File: src/rtl/microarchtrace_unpacker.sv
// Reassembles header/pc/insn trace words into per-stage pipeline events.
// Optional sequence-number checking is enabled by defining MICROARCHTRACE_UNPACK_SEQ_EN.
module microarchtrace_unpacker #(
  parameter int unsigned TIMEOUT = 64
) (
  input  logic        clk,
  input  logic        rst,
  input  logic        s_valid,
  output logic        s_ready,
  input  logic [31:0] s_data,
  output logic        if_valid,
  output logic [31:0] if_pc,
  output logic        de_valid,
  output logic [31:0] de_pc,
  output logic [31:0] de_insn,
  output logic        ex_valid,
  output logic [31:0] ex_pc,
  output logic        wb_valid,
  output logic [31:0] wb_pc,
  output logic        pkt_err,
  output logic        seq_err,
  output logic [31:0] evt_cnt
);

  typedef enum logic [1:0] {
    HDR  = 2'd0,
    PC   = 2'd1,
    INSN = 2'd2
  } state_t;

  localparam logic [3:0]  MAGIC      = 4'hA;
  localparam logic [3:0]  T_IF       = 4'd1;
  localparam logic [3:0]  T_DE       = 4'd2;
  localparam logic [3:0]  T_EX       = 4'd3;
  localparam logic [3:0]  T_WB       = 4'd4;
  localparam logic [15:0] IDLE_LIMIT = 16'(TIMEOUT - 1);

  state_t      state, state_next;
  logic [3:0]  kind, kind_next;
  logic [31:0] pc_hold, pc_hold_next;
  logic [15:0] idle, idle_next;
  logic        xfer;
  logic        emit_if, emit_de, emit_ex, emit_wb, emit_any;
  logic [31:0] emit_pc, emit_insn;
  logic        abort;
  logic        seq_mis;

  function automatic logic hdr_ok(input logic [31:0] w);
    hdr_ok = (w[31:28] == MAGIC) && (w[3:0] >= T_IF) && (w[3:0] <= T_WB);
  endfunction

  // Never back-pressure the stream; only the reset cycle refuses a word.
  assign s_ready  = ~rst;
  assign xfer     = s_valid & s_ready;
  assign emit_any = emit_if | emit_de | emit_ex | emit_wb;

`ifdef MICROARCHTRACE_UNPACK_SEQ_EN
  logic [7:0] exp_seq;

  always_comb begin
    seq_mis = 1'b0;
    if ((state == HDR) && xfer && hdr_ok(s_data)) begin
      seq_mis = (s_data[15:8] != exp_seq);
    end else begin
      seq_mis = 1'b0;
    end
  end

  always_ff @(posedge clk) begin
    if (rst) begin
      exp_seq <= 8'd0;
    end else if ((state == HDR) && xfer && hdr_ok(s_data)) begin
      exp_seq <= s_data[15:8] + 8'd1;
    end
  end
`else
  assign seq_mis = 1'b0;
`endif

  always_comb begin
    state_next   = state;
    kind_next    = kind;
    pc_hold_next = pc_hold;
    idle_next    = idle;
    emit_if      = 1'b0;
    emit_de      = 1'b0;
    emit_ex      = 1'b0;
    emit_wb      = 1'b0;
    emit_pc      = s_data;
    emit_insn    = s_data;
    abort        = 1'b0;
    case (state)
      HDR: begin
        idle_next = 16'd0;
        if (xfer) begin
          if (hdr_ok(s_data)) begin
            kind_next  = s_data[3:0];
            state_next = PC;
          end else begin
            abort = 1'b1;
          end
        end else begin
          state_next = HDR;
        end
      end
      PC: begin
        if (xfer) begin
          idle_next    = 16'd0;
          pc_hold_next = s_data;
          if (kind == T_DE) begin
            state_next = INSN;
          end else begin
            state_next = HDR;
            case (kind)
              T_IF:    emit_if = 1'b1;
              T_EX:    emit_ex = 1'b1;
              T_WB:    emit_wb = 1'b1;
              default: abort   = 1'b1;
            endcase
          end
        end else if (idle == IDLE_LIMIT) begin
          // Partial packet went stale: drop it without an event.
          idle_next  = 16'd0;
          state_next = HDR;
          abort      = 1'b1;
        end else begin
          idle_next = idle + 16'd1;
        end
      end
      INSN: begin
        if (xfer) begin
          idle_next  = 16'd0;
          emit_de    = 1'b1;
          emit_pc    = pc_hold;
          emit_insn  = s_data;
          state_next = HDR;
        end else if (idle == IDLE_LIMIT) begin
          idle_next  = 16'd0;
          state_next = HDR;
          abort      = 1'b1;
        end else begin
          idle_next = idle + 16'd1;
        end
      end
      default: begin
        idle_next  = 16'd0;
        state_next = HDR;
      end
    endcase
  end

  always_ff @(posedge clk) begin
    if (rst) begin
      state   <= HDR;
      kind    <= 4'd0;
      pc_hold <= 32'd0;
      idle    <= 16'd0;
    end else begin
      state   <= state_next;
      kind    <= kind_next;
      pc_hold <= pc_hold_next;
      idle    <= idle_next;
    end
  end

  // Event pulses and payloads; payloads of a stage hold until that stage emits again.
  always_ff @(posedge clk) begin
    if (rst) begin
      if_valid <= 1'b0;
      de_valid <= 1'b0;
      ex_valid <= 1'b0;
      wb_valid <= 1'b0;
      if_pc    <= 32'd0;
      de_pc    <= 32'd0;
      de_insn  <= 32'd0;
      ex_pc    <= 32'd0;
      wb_pc    <= 32'd0;
      pkt_err  <= 1'b0;
      seq_err  <= 1'b0;
      evt_cnt  <= 32'd0;
    end else begin
      if_valid <= emit_if;
      de_valid <= emit_de;
      ex_valid <= emit_ex;
      wb_valid <= emit_wb;
      if_pc    <= emit_if ? emit_pc : if_pc;
      de_pc    <= emit_de ? emit_pc : de_pc;
      de_insn  <= emit_de ? emit_insn : de_insn;
      ex_pc    <= emit_ex ? emit_pc : ex_pc;
      wb_pc    <= emit_wb ? emit_pc : wb_pc;
      pkt_err  <= abort;
      seq_err  <= seq_mis;
      evt_cnt  <= evt_cnt + {31'd0, emit_any};
    end
  end

endmodule

File: config.mk
export PLATFORM = sky130hd
export DESIGN_NAME = microarchtrace_unpacker
export DESIGN_NICKNAME = d
export VERILOG_FILES = /design/src/rtl/microarchtrace_unpacker.sv
export SDC_FILE = /design/constraint.sdc
export NUM_CORES = 1
export LEC_CHECK = 0
export CORE_ASPECT_RATIO = 1.2
export CORE_MARGIN = 1
export CORE_UTILIZATION = 56
export CTS_CLUSTER_SIZE = 25
export DETAILED_ROUTE_END_ITERATION = 6
export DONT_BUFFER_PORTS = 1
export PLACE_DENSITY_LB_ADDON = 0.1
export SLEW_MARGIN = 0
export SYNTH_ARGS = -nofsm -noshare
export SYNTH_HDL_FRONTEND = slang
export SYNTH_SLANG_ARGS = --single-unit
File: constraint.sdc
create_clock -name clk -period 2.9 [get_ports clk]
set_input_delay 0.87 -clock clk [delete_from_list [all_inputs] [get_ports clk]]
set_output_delay 0.87 -clock clk [all_outputs]
set_load 0.03 [all_outputs]
* After elaboration in Yosys (flattened, before gate mapping) *
Index checks and enable logic that the tools add are counted.

cells by class
  mux-type cells = 31
  bitwise gates (word level) = 6
  $add $sub $neg = 2
  eq/ne operators = 9
  reduce and logical (&&, ||, !) cells = 8
  magnitude comparators = 2

operator list
  operator                 count
  $mux W32                 2
  $add A32 B1 Y32          1
  $mux W1                  21
  $add A16 B1 Y16 const B  1
  $eq A16 B6 Y1 const B    1
  $mux W2                  6
  $eq A4 B2 Y1 const B     2
  $pmux W2 S3              1
  $eq A4 B1 Y1 const B     1
  $eq A4 B3 Y1 const B     1
  $eq A4 B4 Y1 const B     1
  $ge A4 B1 Y1 const B     1
  $le A4 B3 Y1 const B     1
  $reduce_or A4 Y1         1
  $ne A3 B3 Y1 const B     1
  $or A1 B1 Y1             3
  $pmux W1 S3              1
  $reduce_and A3 Y1        1
  $reduce_or A3 Y1         1
  $eq A2 B1 Y1 const B     1
  $eq A2 B2 Y1 const B     1
  $logic_and A1 B1 Y1      2
  $logic_not A2 Y1         1
  $not A1 Y1               2
  other kinds (3)          3

storage, ports and cells
  output and inout port bits = 199
  logic and storage cells = 73
  bits of input ports = 35
  register bits after elaboration = 251

* Logic depth before layout (Yosys ltp) *
  word-level depth = 9
  depth in mapped cells = 13
  mapped depth without buffers = 10

* Worst setup path after synthesis *
Ideal clock, no wire load.

  path type = input to register
  start = input port rst
  end = register evt_cnt[8]
  cell stages on the path = 11
  setup time = 70 ps
  required time = 2830 ps
  slack = -187 ps
  arrival time = 3016 ps
  buffers on the path = 3
  cells stage by stage = inv_1 -> nand3_1 -> clkbuf_1 -> buf_1 -> o31ai_1 -> ha_1 -> ha_1 -> nand3_1 -> clkbuf_1 -> or3_2 -> a21oi_1

on the way
  longest elaborated chain between the ends = 8

RTL lines
  element                     line      RTL
  start, declared             7         input logic rst,
  $not A1 Y1                  53        assign s_ready = ~rst;
  $and A1 B1 Y1               54        assign xfer = s_valid & s_ready;
  $mux W1 (on tied branches)  107, 131
  $mux W1                     92        case (state)
  $or A1 B1 Y1 (3 in series)  55        assign emit_any = emit_if | emit_de | emit_ex | emit_wb;
  $add A32 B1 Y32             193       evt_cnt <= evt_cnt + {31'd0, emit_any};
  end signal, assigned        193
  end, declared               22        output logic [31:0] evt_cnt

Several ways; a longest one is shown, not always the timed one.
A chain may end at the register's enable or synchronous reset.

* Worst setup path after layout *
  start = input port rst
  end = output port s_ready

on the way
  longest elaborated chain between the ends = 1

RTL lines
  element        line  RTL
  $not A1 Y1     53
  end, declared  9     output logic s_ready,

Every way passes these cells.

==> results.sh <==
export IMPL_intPower_mw=5.45
export IMPL_cp_end_kind="output pin"
export IMPL_crit_type="primary input to output pin"
export IMPL_period_needed_ns=2.52
export IMPL_numPortBuffers=0
export IMPL_clock_latency_ns=0.52
export IMPL_antenna_found_initial=0
export IMPL_syn2layout_area_growth_pct=13.6
export IMPL_sw_frac_of_total_pct=20.1
export IMPL_cts_repair_resized=0
export IMPL_wl_per_cell_um=18.0
export IMPL_ctsHoldBuffers=0
export IMPL_r2r_end="evt_cnt[23]"
export IMPL_dieWidth_um=120
export IMPL_core_area_um2=16300
export IMPL_synth_cells=1085
export IMPL_hold_depth=1
export IMPL_slew_headroom_pct=43.2
export IMPL_seq_area_frac_synth_pct=53.5
export IMPL_dieArea_um2=17300
export IMPL_status="completed"
export IMPL_crit_chain="inv_2 > buf_4"
export IMPL_synthDominantCellAreaShare_pct=53.5
export IMPL_fmax_mhz=396
export IMPL_grt_pass1_vias=7089
export IMPL_slew_viol_final=0
export IMPL_fin_tns_setup_ns=0
export IMPL_crit_fanout=175
export IMPL_startpoint_type="primary input"
export IMPL_cts_made_buffers=25
export IMPL_synth_edf_count=0
export IMPL_io_pins=234
export IMPL_cts_tree="yes"
export IMPL_hold_end="de_pc[30]"
export IMPL_pwr_share_comb_pct=1.3
export IMPL_die_h_um=144
export IMPL_crit_required_ns=2.03
export IMPL_min_path_type="primary input to flip-flop"
export IMPL_cap_violations=0
export IMPL_clk_pin_slew_worst_paths_ns=0.06
export IMPL_synthFlopType="dfxtp_1"
export IMPL_fin_skew_ns=0.00874
export IMPL_antennaDiodeCount=0
export IMPL_drt_first_pass_iters=5
export IMPL_grt_pass1_wl_mm=36.9
export IMPL_clock_path_buffers=3
export IMPL_grt_setup_unrepaired="false"
export IMPL_peakVddDrop_mv=0.471
export IMPL_synth_nets=1127
export IMPL_synth_top_area_cell="dfxtp_1"
export IMPL_timing_final_hold_violations=0
export IMPL_hpwl_mm=14.9
export IMPL_gp_congestion=0.792
export IMPL_fillers=1398
export IMPL_routed_wirelength_mm=23.7
export IMPL_ys_warn_count=0
export IMPL_cp_arrival_ns=1.65
export IMPL_root_buffer="clkbuf_16"
export IMPL_syn_area_um2=9400
export IMPL_final_core_util_pct=65.3
export IMPL_ys_async_sr_fraction_pct=0
export IMPL_hp_start="rst"
export IMPL_pwr_share_clk_pct=48.1
export IMPL_grt_start_max_net_pins=176
export IMPL_ant_nets=0
export IMPL_place_area_um2=9820
export IMPL_crit_path_top_delay_cell="buf_4"
export IMPL_num_vias=7640
export IMPL_post_cts_buffers=0
export IMPL_worst_pin_slew_ns=0.852
export IMPL_synth_cell_types=47
export IMPL_cpLargestDelayFamily="buffers and inverters"
export IMPL_synth_seq_cells=251
export IMPL_grt_usage_pct=26.4
export IMPL_clock_sinks=251
export IMPL_p_leak_nw=3.89
export IMPL_fin_crit_sh_pct=87.0
export IMPL_syn_mean_instance_area_um2=8.66
export IMPL_synth_area_top_cells="dfxtp_1 (53%), nand2_1 (8.3%), a211oi_1 (7.7%)"
export IMPL_slowest_delay_ns=0.66
export IMPL_r2r_slack_ns=0.44
export IMPL_crit_buf_inv=2
export IMPL_first_iter_violations=622
export IMPL_viasPerCell=5.80
export IMPL_nets=1129
export IMPL_final_cell_area_um2=10700
export IMPL_finalSetupViolations=0
export IMPL_gr_total_overflow=0
export IMPL_reg2reg_from="evt_cnt[8]"
export IMPL_rows=51
export IMPL_powerDensity_nw_per_um2=639
export IMPL_drive_gt1_share_pct=10.5
export IMPL_ff2ff_path_depth=4
export IMPL_hold_ws_ns=0.421
export IMPL_sequentialPowerShare_pct=50.6
export IMPL_netSwitchingPower_mw=1.37
export IMPL_drc=0
export IMPL_cts_htree_levels=1
export IMPL_start_util_pct=57.5
## how the worst max path moves through the flow
stage	from	endpoint	cells after the start
floorplan	rst	evt_cnt[8]	11
global placement	rst	evt_cnt[8]	8
detailed placement	rst	evt_cnt[22]	8
CTS	rst	s_ready	2
global route	state[1]	evt_cnt[23]	9
finish	rst	s_ready	2
## area by class of cell
class	count	area, µm²	share of cell area (%)
clock buffers	36	747	7.00
clock inverters	9	101	0.950
inverters	11	41.3	0.387
multi-input cells	743	4040	37.9
flip-flops and latches	251	5020	47.1
well taps	212	265	2.49
repair buffers	55	450	4.22
## cell families after synthesis
kind of cell	share of synthesized area, %
simple gates	23.7
flops	53.5
compound gates	15.3
buf+inv	3.91
xor+xnor	1.86
fa+ha+maj	0.932
mux	0.799
other cells	0.0399
## per-layer routing
layer	global-route usage, %	share of wire, %	vias to the layer above
li1	-	-	3771
met1	31.3	40	3577
met2	45.9	49	256
met3	7.74	8.8	36
met4	8.19	2.1	0
met5	0	0	-
## stage by stage
stage,power (mW),cells,setup WS (ns)
floorplan,3.61,1085,0.0253
global placement,3.62,1272,0.220
detailed placement,3.62,1272,0.112
CTS,6.89,1317,0.417
global route,7.01,1317,0.222
finish,6.82,1317,0.377
## synth_stat cells (2+ instances only)
cell and count:
nand3_1 81, mux2i_1 3, nor2b_1 6, o31ai_1 14, nand3b_1 3, a211oi_1 96, o21ai_0 9, or3_1 9
xnor2_1 11, nor2_1 127, xor2_1 9, dfxtp_1 251, mux2_2 4, nor3_1 6, nand2_1 208, nand4_1 12
buf_2 6, buf_1 16, and3_1 5, and3b_1 2, and4_1 4, buf_6 2, inv_1 11, nor4_1 9
or4_1 14, clkbuf_1 55, a21oi_1 53, nor4b_1 2, ha_1 7, a21boi_0 33
## power groups by stage
stage | clock (mW) | combinational [mW] | sequential (mW)
finish | 3.28 | 0.0893 | 3.45
floorplan | 0 | 0.0794 | 3.53
global placement | 0 | 0.0896 | 3.53
detailed placement | 0 | 0.0895 | 3.53
global route | 3.47 | 0.0968 | 3.45
CTS | 3.35 | 0.0899 | 3.45
## state kept, by name (all words and copies together) (netlist names)
register  count
de_pc        32
wb_valid      1
if_pc        32
ex_pc        32
idle         16
wb_pc        32
de_insn      32
evt_cnt      32
state         2
if_valid      1
kind          4
pc_hold      32
ex_valid      1
pkt_err       1
de_valid      1
## layout by cell type, fill, tap and decap left out, types with 11 or more instances in the layout
cell,instances
buf_4,52
or4_1,14
nand3_1,79
a21oi_1,53
o31ai_1,14
xnor2_1,11
nand4_1,12
dfxtp_1,251
nand2_1,208
nor2_1,127
a211oi_1,96
clkbuf_16,25
a21boi_0,33
No activity file was read; power rests on OpenSTA's default activity.
